## src/rtl/fb_stream_reader_pkg.sv

```systemverilog
// rtl/fb_stream_reader_pkg.sv - shared constants, state encoding and stream entry layout
package fb_stream_reader_pkg;

    localparam int DEF_WIDTH = 11;
    localparam int DEF_H_RES = 320;
    localparam int DEF_V_RES = 240;
    localparam int META_W    = 2;

    typedef enum logic [1:0] {
        ST_IDLE  = 2'd0,
        ST_READ  = 2'd1,
        ST_DRAIN = 2'd2
    } state_t;

    // Stream entry, MSB first: {sof, eol, data[width-1:0]}
    function automatic int entry_w(input int width);
        return width + META_W;
    endfunction

    function automatic int sof_bit(input int width);
        return width + 1;
    endfunction

    function automatic int eol_bit(input int width);
        return width;
    endfunction

endpackage

```

## src/rtl/fb_skid_fifo.sv

```systemverilog
// rtl/fb_skid_fifo.sv - 2-entry register FIFO with occupancy count and synchronous flush
module fb_skid_fifo #(
    parameter int W = 13
) (
    input  logic         clk,
    input  logic         rst_n,
    input  logic         flush,
    input  logic         push,
    input  logic [W-1:0] push_data,
    input  logic         pop,
    output logic [W-1:0] head,
    output logic [1:0]   count
);

    logic [W-1:0] mem0;
    logic [W-1:0] mem1;
    logic         wr_ptr;
    logic         rd_ptr;

    assign head = rd_ptr ? mem1 : mem0;

    always_ff @(posedge clk or negedge rst_n) begin
        if (!rst_n) begin
            mem0   <= '0;
            mem1   <= '0;
            wr_ptr <= 1'b0;
            rd_ptr <= 1'b0;
            count  <= 2'd0;
        end else if (flush) begin
            wr_ptr <= 1'b0;
            rd_ptr <= 1'b0;
            count  <= 2'd0;
        end else begin
            if (push) begin
                if (wr_ptr) begin
                    mem1 <= push_data;
                end else begin
                    mem0 <= push_data;
                end
                wr_ptr <= ~wr_ptr;
            end
            if (pop) begin
                rd_ptr <= ~rd_ptr;
            end
            count <= count + {1'b0, push} - {1'b0, pop};
        end
    end

endmodule

```

## src/rtl/fb_stream_reader.sv

```systemverilog
// rtl/fb_stream_reader.sv - frame-buffer read master: raster BRAM reads to a valid/ready pixel stream
module fb_stream_reader
    import fb_stream_reader_pkg::*;
#(
    parameter int WIDTH = DEF_WIDTH,
    parameter int H_RES = DEF_H_RES,
    parameter int V_RES = DEF_V_RES,
    parameter int DEPTH = H_RES * V_RES
) (
    input  logic                     rclk,
    input  logic                     rst_n,
    input  logic                     start,
    input  logic                     abort,
    output logic                     busy,
    output logic                     done,
    output logic                     rd,
    output logic [$clog2(DEPTH)-1:0] rd_addr,
    input  logic [WIDTH-1:0]         rd_data,
    output logic                     m_valid,
    input  logic                     m_ready,
    output logic [WIDTH-1:0]         m_data,
    output logic                     m_sof,
    output logic                     m_eol
);

    localparam int AW      = $clog2(DEPTH);
    localparam int XW      = (H_RES > 1) ? $clog2(H_RES) : 1;
    localparam int YW      = (V_RES > 1) ? $clog2(V_RES) : 1;
    localparam int EW      = entry_w(WIDTH);
    localparam int SOF_BIT = sof_bit(WIDTH);
    localparam int EOL_BIT = eol_bit(WIDTH);

    state_t         state;
    state_t         state_nxt;
    logic [XW-1:0]  x;
    logic [YW-1:0]  y;
    logic           inflight;
    logic [1:0]     meta_q;
    logic [1:0]     fifo_count;
    logic [EW-1:0]  head;
    logic [2:0]     occupancy;
    logic           pop;
    logic           push;
    logic           flush;
    logic           accept;
    logic           line_end;
    logic           last_issue;
    logic           drained;

    assign busy       = (state != ST_IDLE);
    assign accept     = (state == ST_IDLE) && start && !abort;
    assign flush      = abort && busy;
    assign pop        = m_valid && m_ready;
    // A capture that lands in the abort cycle belongs to the discarded frame.
    assign push       = inflight && !flush;
    assign occupancy  = {1'b0, fifo_count} + {2'b00, inflight} - {2'b00, pop};
    assign line_end   = (x == XW'(H_RES - 1));
    assign last_issue = line_end && (y == YW'(V_RES - 1));
    assign drained    = !inflight && (fifo_count == 2'd0);

    always_comb begin
        state_nxt = state;
        rd        = 1'b0;
        done      = 1'b0;
        case (state)
            ST_IDLE: begin
                if (accept) begin
                    state_nxt = ST_READ;
                end
            end
            ST_READ: begin
                if (abort) begin
                    state_nxt = ST_IDLE;
                end else if (occupancy < 3'd2) begin
                    rd = 1'b1;
                    if (last_issue) begin
                        state_nxt = ST_DRAIN;
                    end
                end
            end
            ST_DRAIN: begin
                if (abort) begin
                    state_nxt = ST_IDLE;
                end else if (drained) begin
                    done      = 1'b1;
                    state_nxt = ST_IDLE;
                end
            end
            default: state_nxt = ST_IDLE;
        endcase
    end

    always_ff @(posedge rclk or negedge rst_n) begin
        if (!rst_n) begin
            state    <= ST_IDLE;
            rd_addr  <= '0;
            x        <= '0;
            y        <= '0;
            inflight <= 1'b0;
            meta_q   <= 2'b00;
        end else begin
            state    <= state_nxt;
            inflight <= rd;
            if (rd) begin
                meta_q <= {(x == '0) && (y == '0), line_end};
            end
            if (accept) begin
                rd_addr <= '0;
                x       <= '0;
                y       <= '0;
            end else if (rd && !last_issue) begin
                // The address parks on DEPTH-1 after the final issue instead of wrapping.
                rd_addr <= rd_addr + AW'(1);
                if (line_end) begin
                    x <= '0;
                    y <= y + YW'(1);
                end else begin
                    x <= x + XW'(1);
                end
            end
        end
    end

    fb_skid_fifo #(
        .W(EW)
    ) u_out_fifo (
        .clk       (rclk),
        .rst_n     (rst_n),
        .flush     (flush),
        .push      (push),
        .push_data ({meta_q, rd_data}),
        .pop       (pop),
        .head      (head),
        .count     (fifo_count)
    );

    assign m_valid = (fifo_count != 2'd0);
    assign m_data  = m_valid ? head[WIDTH-1:0] : '0;
    assign m_sof   = m_valid && head[SOF_BIT];
    assign m_eol   = m_valid && head[EOL_BIT];

endmodule

```

## config.mk

```make
export PLATFORM = sky130hd
export DESIGN_NAME = fb_stream_reader
export DESIGN_NICKNAME = d
export VERILOG_FILES = /design/src/rtl/fb_stream_reader_pkg.sv /design/src/rtl/fb_skid_fifo.sv /design/src/rtl/fb_stream_reader.sv
export SDC_FILE = /design/constraint.sdc
export NUM_CORES = 1
export LEC_CHECK = 0
export CELL_PAD_IN_SITES_DETAIL_PLACEMENT = 1
export CELL_PAD_IN_SITES_GLOBAL_PLACEMENT = 1
export CORE_MARGIN = 2
export CORE_UTILIZATION = 40
export DETAILED_ROUTE_END_ITERATION = 10
export DONT_BUFFER_PORTS = 1
export GPL_TIMING_DRIVEN = 0
export PLACE_DENSITY_LB_ADDON = 0.1
export RECOVER_POWER = 50
export SLEW_MARGIN = 40
export SYNTH_ARGS = -nofsm -noshare
export SYNTH_HDL_FRONTEND = slang
export SYNTH_HIERARCHICAL = 1
export SYNTH_SLANG_ARGS = --single-unit
```

## constraint.sdc

```tcl
create_clock -name rclk -period 4.1 [get_ports rclk]
set_input_delay 0.82 -clock rclk [delete_from_list [all_inputs] [get_ports rclk]]
set_output_delay 0.82 -clock rclk [all_outputs]
set_load 0.005 [all_outputs]
```

Word-level counts from Yosys, hierarchy flattened
Cells that the tools add are included.

storage, ports and cells
  register bits after elaboration = 69
  output and inout port bits = 34
  word-level logic and storage cells = 87
  input bits = 16

operators by class
  $lt $le $gt $ge = 1
  bitwise operators = 3
  $add $sub $neg = 7
  multiplexer cells = 28
  eq/ne operators = 8
  reductions and logical operators = 29

operators by type and width
  operator                                             number
  2-to-1 mux 17 bit                                    2
  2-to-1 mux 9 bit                                     3
  2-to-1 mux 8 bit                                     3
  adder 17 x 1 -> 17 bit (second input constant)       1
  2-to-1 mux 2 bit                                     7
  2-to-1 mux 13 bit                                    1
  nonzero test 2 bit                                   6
  logical AND 1 bit                                    11
  2-to-1 mux 11 bit                                    1
  2-to-1 mux 1 bit                                     10
  adder 9 x 1 -> 9 bit (second input constant)         1
  == test 9 bit (second input constant)                1
  zero test 9 bit                                      1
  != test 3 bit (second input constant)                3
  adder 8 x 1 -> 8 bit (second input constant)         1
  == test 8 bit (second input constant)                1
  zero test 8 bit                                      1
  case mux 2 bit (3 select lines)                      1
  AND reduction 3 bit                                  2
  zero test 1 bit                                      4
  zero test 2 bit                                      2
  AND reduction 4 bit                                  1
  adder 2 x 1 -> 3 bit                                 1
  < comparator 3 x 2 -> 1 bit (second input constant)  1
  8 further kinds                                      10

Longest topological paths before layout
Gate-level depths: netlist of run 1.

  depth after elaboration = 10
  depth in mapped cells = 12
  mapped depth without buffers = 10

By module
Netlist of run 1, hierarchy kept.

modules (own cells, without submodules)
  module            area each (µm²)  cells an instance  instances  seq. area each (µm²)
  fb_stream_reader  2404.8           265                1          975.9
  fb_skid_fifo      1346.3           85                 1          750.7

Worst setup path before layout of run 1
No wires, ideal clock.

  path kind = register -> output
  start point = register u_out_fifo.count[1]
  end point = output port rd
  stages on the path, launching flop included = 11
  required time = 3280 ps
  arrival = 2728 ps
  setup slack = 552 ps
  path buffers = 2
  cells stage by stage = dfrtp_1 -> nor2_1 -> clkbuf_1 -> nor2b_1 -> ha_1 -> nand2b_1 -> fa_1 -> and4bb_2 -> nand2_1 -> clkbuf_1 -> inv_1

on the way
  longest elaborated chain between the ends = 7
  elaborated cells on any way between the ends = 8
  classes of those cells = 2 x add/sub; 1 x order compare; 3 x mux; 2 x reduce/logical

RTL lines
  element                      line                     RTL
  start: declaration           fb_skid_fifo.sv:12       output logic [1:0] count
  start signal: assignment     fb_skid_fifo.sv:45       count <= count + {1'b0, push} - {1'b0, pop};
  nonzero test 2 bit           fb_stream_reader.sv:137  assign m_valid = (fifo_count != 2'd0);
  logical AND 1 bit            fb_stream_reader.sv:53   assign pop = m_valid && m_ready;
  named net pop                fb_stream_reader.sv:42   logic pop;
  subtractor 3 x 1 -> 3 bit    fb_stream_reader.sv:56   assign occupancy = {1'b0, fifo_count} + {2'b00, inflight} - {2'b00, pop};
  < comparator 3 x 2 -> 1 bit  fb_stream_reader.sv:74   end else if (occupancy < 3'd2) begin
  2-to-1 mux 1 bit             fb_stream_reader.sv:74
  2-to-1 mux 1 bit             fb_stream_reader.sv:72   if (abort) begin
  2-to-1 mux 1 bit             fb_stream_reader.sv:65   case (state)
  end: declaration             fb_stream_reader.sv:16   output logic rd,

The timed path passes the listed nets, and every way through them passes these cells.

Final worst setup path of run 1
Same ends and word-level chain as after synthesis.

==> impl_metrics.py, run 1 <==
metrics = {
    "die": {
        "die_y_um": 101,
        "rows": 35,
        "die_area_um2": 10200,
        "core_area_um2": 9150,
        "ios": 50,
        "start_util": 0.410,
        "die_w_um": 101,
    },
    "pwr": {
        "ir_drop_mv": 0.182,
        "p_per_area_nw_per_um2": 497,
        "swShare": 0.316,
        "power_frac_comb": 0.302,
        "power_frac_seq": 0.459,
        "switchingPower_mw": 0.644,
        "pwr-share-clk": 0.238,
        "finalPower_mw": 2.04,
        "p_int_mw": 1.39,
        "p_leak_nw": 1.80,
    },
    "timing": {
        "hold_slack_ps": 173,
        "setup_slack_ps": 205,
        "hold_viol_final": 0,
        "slew_headroom": 0.524,
        "rsz0062_at_grt": "no",
        "drv_slew": 0,
        "fin_crit_sh": 0.950,
        "clock-skew-final_ps": 13.0,
        "final.min_clock_period_ps": 3890,
        "worst_pin_slew_ps": 710,
        "max_freq_ghz": 0.257,
        "setup_viol": 0,
        "setup_tns_ps": 0,
    },
    "synthesis": {
        "synthesis.nets": 375,
        "syn_area_per_cell_um2": 10.7,
        "synth_cell_type_count": 44,
        "synthCells": 350,
        "synth_most_common_cell": "dfrtp_1",
        "netlist_top_cells_area": "dfrtp_1 (46%), mux2_2 (12%), o31ai_1 (3.4%)",
        "ys_warn_count": 6,
        "synth_edf_count": 0,
        "synthFlopType": "dfrtp_1",
        "postSynth.asyncResetShare": 1.00,
        "syn_area_um2": 3750,
        "synth.top_cell.area_share": 0.460,
        "ys_seq_area_frac": 0.460,
        "synth-seq-cells": 69,
        "yosys.area.top_type": "dfrtp_1",
        "synthTopCellsByCount": "dfrtp_1 (69), mux2_2 (41), nand2_1 (31)",
    },
    "finish": {
        "nets": 387,
        "finalNonFillerCells": 478,
        "area_delta_synth_final_pct": 9.37,
        "antenna_cells": 0,
        "drive_gt1_frac": 0.223,
        "final.fill_count": 1012,
        "finish.utilization": 0.448,
        "fin_area_um2": 4100,
    },
    "detailed_routing": {
        "first_pass_iters": 4,
        "route.vias.total": 2789,
        "via_per_inst": 5.83,
        "ant_nets": 0,
        "drt-total-wl_um": 9260,
        "drt_iter0_markers": 127,
        "wire_per_inst_um": 19.4,
        "drc": 0,
    },
    "critical_path": {
        "cp-start-kind": "flip-flop",
        "critPathMaxFanout": 10,
        "setup.worst_path.end_class": "output pin",
        "worstPathRequired_ps": 3280,
        "worstPathArrival_ps": 3070,
        "critPathKind": "reg -> out",
    },
    "clocking": {
        "htreeDepth": 3,
        "hold_buffers": 0,
        "clkSlewWorstSetupHoldPaths_ps": 70,
        "cts_tree": "done",
        "clk_root_buffer_cell": "clkbuf_8",
        "clockBufferDepth": 2,
        "cts.sinks": 69,
        "clkLatencyLatePin_ps": 340,
        "cts_made_buffers": 9,
    },
    "global_routing": {
        "gr-total-overflow": 0,
        "grt_max_degree": 70,
        "antenna_found_initial": 0,
        "grt_pass1_wl_um": 15000,
        "grt_pass1_vias": 2867,
        "gr-usage-all-layers": 0.191,
    },
    "placement": {
        "dp_hpwl_um": 6480,
        "io_buffers": 0,
        "gp_congestion": 0.801,
        "post-place-cells": 461,
        "dp_slack_ps": -372,
        "postPlaceCellArea_um2": 3900,
    },
    "min_path": {
        "hold_path_class": "in -> async",
    },
    "status": {
        "status": "finished clean",
    },
    "job": {
        "max-cap-violations": 0,
    },
}
-- layout by cell type (no fill, tap or decap), types with 6 or more instances in the layout --
cell type / synthesis / routed
nor2_1: 8 / 7
o31ai_1: 17 / 16
a21oi_1: 17 / 17
o21ai_0: 6 / 6
nor4_1: 7 / 7
nand4_1: 7 / 7
nand3_1: 12 / 12
nand2_1: 31 / 31
clkbuf_1: 7 / 7
or4_1: 16 / 16
inv_1: 15 / 14
clkbuf_8: 0 / 10
mux2_2: 41 / 41
dfrtp_1: 69 / 68
mux2i_1: 12 / 12
nor2b_1: 16 / 15
ha_1: 8 / 8
-- cells by family after synthesis --
logic type	Yosys count	share of synthesized area
AOI/OAI and AO/OA	47	0.0781
xor gates and xnor gates	5	0.0153
adders and majority gates	9	0.0320
buffers and inverters	32	0.0417
DFF	69	0.460
muxes	53	0.155
and+or+nand+nor	135	0.217
-- routing by layer --
layer  up-vias  track usage  share of wire
met5         -            0              0
met2        45        0.310           0.49
met1      1436        0.260           0.46
met4         0       0.0537         0.0091
met3         6       0.0409          0.037
li1       1302            -              -
-- power groups by stage --
| stage | clock network, mW | logic (mW) | registers, mW |
|---|---|---|---|
| floorplan | 0 | 0.477 | 0.911 |
| finish | 0.486 | 0.616 | 0.935 |
| CTS | 0.514 | 0.628 | 0.937 |
| global placement | 0 | 0.581 | 0.932 |
| detailed placement | 0 | 0.602 | 0.945 |
| global route | 0.541 | 0.686 | 0.957 |
-- final cells by class --
class,count,area [um^2],share of cell area
Multi-Input combinational cell,249,1900,0.462
Sequential cell,69,1730,0.421
Clock buffer,12,145,0.0354
Tap cell,111,139,0.0339
Buffer,17,108,0.0262
Inverter,15,56.3,0.0137
Clock inverter,4,23.8,0.00579
Timing Repair Buffer,1,7.51,0.00183
-- critical path, stage by stage (launching register included) --
cell	delay, ps
dfrtp_2	470
nor2_4	150
clkbuf_4	240
nor2b_2	90
ha_1	270
nand2b_1	150
fa_1	520
and4bb_2	310
nand2_1	150
clkbuf_4	240
inv_2	150
-- registers in the layout, indices dropped and copies added, names as in the netlist --
name,cells
u_out_fifo/mem0,13
inflight,1
meta_q,2
state,2
x,9
u_out_fifo/wr_ptr,1
y,8
u_out_fifo/count,2
u_out_fifo/mem1,13
u_out_fifo/rd_ptr,1
rd_addr,17
-- repair_timing --
action | CTS | global route
setup endpoints to repair | 19 | 1
gates resized for setup | 9 | 1
buffers inserted | 0 | 1
gates cloned | 0 | 0
pin swaps | 0 | 1
-- worst paths after layout --
kind,startpoint,endpoint,slack [ps],cells past startpoint
max,u_out_fifo/count[1],rd,210,10
min,rst_n,u_out_fifo/mem1[2],170,0
max reg2reg,u_out_fifo/count[1],y[0],510,11
min reg2reg,u_out_fifo/mem1[9],u_out_fifo/mem1[9],500,1
max in group asynchronous,rst_n,rd_addr[14],3810,0
min in group rclk,u_out_fifo/mem1[9],u_out_fifo/mem1[9],500,1
Note: power is estimated with default switching activity, not from simulation.
==> inputs of run 2 (changes only) <==
Settings changed: CORE_UTILIZATION 40 to 45.
==> impl_metrics.py, run 2 (same netlist as run 1, synthesis figures left out) <==
metrics = {
    "placement": {
        "io_buffers": 0,
        "post-place-cells": 455,
        "dp_hpwl_um": 6370,
        "postPlaceCellArea_um2": 3890,
        "gp_congestion": 0.782,
    },
    "timing": {
        "clock-skew-final_ps": 13.4,
        "worst_pin_slew_ps": 660,
        "drv_slew": 0,
        "setup_viol": 0,
        "final.min_clock_period_ps": 3920,
        "rsz0062_at_grt": "no",
        "setup_tns_ps": 0,
        "max_freq_ghz": 0.255,
        "fin_crit_sh": 0.957,
        "slew_headroom": 0.557,
        "hold_viol_final": 0,
        "hold_slack_ps": 146,
    },
    "critical_path": {
        "worstPathRequired_ps": 3280,
        "crit_path_cell_trace": "nor2_4, clkbuf_4, nor2b_4, ha_1, nand2b_1, fa_1, and4bb_2, nand2_1, buf_2, inv_2",
        "crit_family": "simple AND/OR/NAND/NOR gates",
        "critPathMaxFanout": 10,
        "cp_slowest_cell": "fa_1",
        "slowest_delay_ps": 530,
        "critPathKind": "reg -> out",
        "cp-start-kind": "flip-flop",
        "worstPathArrival_ps": 3100,
        "setup.worst_path.end_class": "output pin",
        "worst-path-buf-inv": 3,
    },
    "finish": {
        "drive_gt1_frac": 0.229,
        "final_common_cell": "dfrtp_1",
        "max_flop_register": "rd_addr",
        "final.fill_count": 892,
        "top_regs": "rd_addr: 17 flops, u_out_fifo/mem0: 13 flops, u_out_fifo/mem1: 13 flops",
        "nets": 387,
        "antenna_cells": 0,
        "fin_area_um2": 4170,
        "largest_reg_flops": 17,
        "finalNonFillerCells": 472,
        "area_delta_synth_final_pct": 11.2,
        "layout_common_cells": "dfrtp_1 (68), mux2_2 (41), nand2_1 (31)",
    },
    "die": {
        "core_area_um2": 8130,
        "die_area_um2": 9080,
        "start_util": 0.461,
        "rows": 33,
        "die_y_um": 95.3,
        "die_w_um": 95.3,
        "ios": 50,
    },
    "detailed_routing": {
        "ant_nets": 0,
        "route.vias.total": 2794,
        "drt_iter0_markers": 140,
        "route.met3.wl_um": 442,
        "topRoutingLayerUsed": "met4",
        "wire_per_inst_um": 19.8,
        "via_per_inst": 5.92,
        "wl_met2_um": 4350,
        "drc": 0,
        "first_pass_iters": 4,
        "drt-total-wl_um": 9360,
        "wirelength_met1_um": 4390,
    },
    "clocking": {
        "clkSlewWorstSetupHoldPaths_ps": 90,
        "cts.sinks": 69,
        "clkLatencyLatePin_ps": 360,
        "cts_made_buffers": 9,
        "clockBufferDepth": 2,
        "htreeDepth": 3,
        "clk_root_buffer_cell": "clkbuf_8",
        "cts_tree": "done",
    },
    "min_path": {
        "hold_path_class": "in -> async",
    },
    "pwr": {
        "p_leak_nw": 1.83,
        "finalPower_mw": 2.27,
        "ir_drop_mv": 0.219,
        "p_per_area_nw_per_um2": 543,
    },
    "global_routing": {
        "grt_pass1_vias": 2891,
        "gr-usage-all-layers": 0.224,
        "gr-total-overflow": 0,
        "grt_max_degree": 70,
        "grt_pass1_wl_um": 15200,
        "antenna_found_initial": 0,
    },
    "status": {
        "status": "finished clean",
    },
    "job": {
        "max-cap-violations": 0,
    },
}
==> run 2: layout make-up <==
type | instances | area, um^2 | share of cell area
repair buffers | 1 | 7.51 | 0.00180
well taps | 105 | 131 | 0.0315
inverters | 15 | 56.3 | 0.0135
clock buffers | 9 | 124 | 0.0297
plain buffers | 17 | 105 | 0.0252
multi-input cells | 249 | 1900 | 0.455
clock inverters | 7 | 120 | 0.0288
flip-flops and latches | 69 | 1730 | 0.414
==> run 2: layer usage <==
metal,up-vias,track usage
li1,1307,-
met1,1417,0.299
met2,55,0.349
met3,15,0.0585
met4,0,0.0845
met5,-,0
==> run 2: worst reg2reg max path, stage by stage, from the launching register on <==
cell,delay (ps)
dfrtp_2,480
nor2_4,140
clkbuf_4,250
nor2b_4,70
ha_1,260
nand2b_1,160
fa_1,530
and4bb_2,300
nand2_1,150
buf_2,250
o31ai_2,630
o21ai_0,160
==> run 2: final timing paths <==
kind / from / to / slack [ps] / depth (start not counted)
setup / recovery: u_out_fifo/count[1] / rd / 180 / 10
max in group asynchronous: rst_n / y[7] / 3830 / 0
min in group rclk: meta_q[0] / meta_q[0] / 510 / 2
setup reg to reg: u_out_fifo/count[1] / y[0] / 570 / 11
hold / removal: rst_n / u_out_fifo/mem1[7] / 150 / 0
hold reg to reg: meta_q[0] / meta_q[0] / 510 / 2
==> run 2: stage by stage <==
stage / utilization / worst slack, ps
3_5_place_dp: 0.479 / -430
5_1_grt: 0.513 / 13.7
6_report: 0.513 / 176
3_3_place_gp: 0.477 / -368
2_1_floorplan: - / 552
4_1_cts: 0.512 / 19.9
==> run 2: power breakdown <==
group / internal, mW / total [mW] / switching (mW)
clock network: 0.407 / 0.698 / 0.291
registers: 0.827 / 0.938 / 0.111
logic: 0.332 / 0.632 / 0.300
total: 1.57 / 2.27 / 0.701
==> run 2: what timing repair did <==
action	4_1_cts	5_1_grt
hold buffers	0	0
setup endpoints to repair	23	1
setup buffers	1	0
pin swaps	1	0
resized for setup	8	3
==> inputs of run 3 (changes only) <==
Settings changed: CELL_PAD_IN_SITES_DETAIL_PLACEMENT 1 to 0.
==> impl_metrics.py, run 3 (same netlist as run 1, synthesis figures left out) <==
metrics = {
    "status": {
        "status": "finished clean",
    },
    "finish": {
        "max_flop_register": "rd_addr",
        "top_regs": "rd_addr: 17 flops, u_out_fifo/mem0: 13 flops, u_out_fifo/mem1: 13 flops",
        "final_common_cell": "dfrtp_1",
        "antenna_cells": 0,
        "finalNonFillerCells": 475,
        "area_delta_synth_final_pct": 10.8,
        "largest_reg_flops": 17,
        "fin_area_um2": 4160,
        "nets": 390,
        "final.fill_count": 749,
        "drive_gt1_frac": 0.235,
        "layout_common_cells": "dfrtp_1 (68), mux2_2 (41), nand2_1 (31)",
    },
    "clocking": {
        "cts.sinks": 69,
        "htreeDepth": 3,
        "clkLatencyLatePin_ps": 350,
        "hold_buffers": 0,
        "clk_root_buffer_cell": "clkbuf_8",
        "clockBufferDepth": 2,
        "clkSlewWorstSetupHoldPaths_ps": 80,
        "cts_tree": "done",
        "cts_made_buffers": 9,
    },
    "placement": {
        "dp_hpwl_um": 5860,
        "io_buffers": 0,
        "gp_congestion": 0.782,
        "postPlaceCellArea_um2": 3890,
        "post-place-cells": 455,
    },
    "critical_path": {
        "worstPathRequired_ps": 3280,
        "worstPathArrival_ps": 3040,
        "cp_slowest_cell": "fa_1",
        "crit_family": "simple AND/OR/NAND/NOR gates",
        "slowest_delay_ps": 510,
        "setup.worst_path.end_class": "output pin",
        "critPathKind": "reg -> out",
        "cp-start-kind": "flip-flop",
        "worst-path-buf-inv": 3,
        "crit_path_cell_trace": "nor2_4, buf_4, nor2b_2, ha_1, nand2b_1, fa_1, and4bb_2, nand2_1, buf_2, inv_2",
        "critPathMaxFanout": 10,
    },
    "timing": {
        "max_freq_ghz": 0.259,
        "fin_crit_sh": 0.942,
        "hold_viol_final": 0,
        "slew_headroom": 0.576,
        "setup_viol": 0,
        "clock-skew-final_ps": 10.0,
        "rsz0062_at_grt": "no",
        "final.min_clock_period_ps": 3860,
        "drv_slew": 0,
        "setup_tns_ps": 0,
        "worst_pin_slew_ps": 632,
    },
    "detailed_routing": {
        "route.vias.total": 2689,
        "drt-total-wl_um": 8560,
        "drc": 0,
        "wire_per_inst_um": 18.0,
        "first_pass_iters": 4,
        "ant_nets": 0,
        "drt_iter0_markers": 72,
        "via_per_inst": 5.66,
    },
    "global_routing": {
        "gr-usage-all-layers": 0.206,
        "gr-total-overflow": 0,
        "grt_pass1_wl_um": 14100,
        "grt_pass1_vias": 2731,
        "antenna_found_initial": 0,
        "grt_max_degree": 70,
    },
    "job": {
        "max-cap-violations": 0,
    },
    "pwr": {
        "p_leak_nw": 1.82,
        "ir_drop_mv": 0.219,
        "finalPower_mw": 2.16,
        "p_per_area_nw_per_um2": 519,
    },
    "die": {
        "start_util": 0.461,
        "die_w_um": 95.3,
        "die_y_um": 95.3,
        "core_area_um2": 8130,
        "die_area_um2": 9080,
        "ios": 50,
        "rows": 33,
    },
    "min_path": {
        "hold_path_class": "in -> async",
    },
}
==> run 3: metrics by stage <==
step / hold slack, ps / utilization / worst slack (ps)
2_1_floorplan: 461 / - / 552
3_3_place_gp: 481 / 0.477 / -368
3_5_place_dp: 491 / 0.479 / -390
4_1_cts: 140 / 0.507 / 1.06
5_1_grt: 135 / 0.511 / 40.4
6_report: 161 / 0.511 / 239
==> run 3: path summary, 6_finish.rpt <==
path	start	end	slack, ps	cells past startpoint
worst max-delay path	u_out_fifo/count[1]	rd	240	10
worst min-delay path	rst_n	rd_addr[11]	160	0
min in group rclk	meta_q[0]	meta_q[0]	500	2
worst min register to register	meta_q[0]	meta_q[0]	500	2
max in group asynchronous	rst_n	x[8]	3830	0
worst max register to register	u_out_fifo/count[1]	y[0]	640	11
==> run 3: area by class of cell <==
type | count | area [um^2] | area share
Tap cell | 105 | 131 | 0.0316
Clock buffer | 11 | 151 | 0.0364
Timing Repair Buffer | 4 | 30.0 | 0.00722
Multi-Input combinational cell | 249 | 1900 | 0.456
Clock inverter | 5 | 58.8 | 0.0141
Inverter | 15 | 56.3 | 0.0135
Sequential cell | 69 | 1730 | 0.416
Buffer | 17 | 105 | 0.0253
==> run 3: power by group <==
| part | switching (mW) | internal (mW) |
|---|---|---|
| sequential | 0.105 | 0.827 |
| combinational | 0.287 | 0.349 |
| clock | 0.275 | 0.314 |
| total | 0.666 | 1.49 |
==> run 3: repair_timing <==
item / CTS / global route
endpoints found under the setup margin: 21 / 1
buffers inserted: 0 / 4
gates resized for setup: 8 / 3
pin swaps: 0 / 1
hold endpoints to repair: 0 / 0
==> run 3: routing by layer <==
metal  wire (um)  part of all wire  global-route usage  up-vias
met5           0                 0                   0        -
met4         126             0.015              0.0785        0
met3         417             0.049              0.0435       11
met2        3920              0.46               0.315       49
met1        4090              0.48               0.286     1322
li1            -                 -                   -     1307
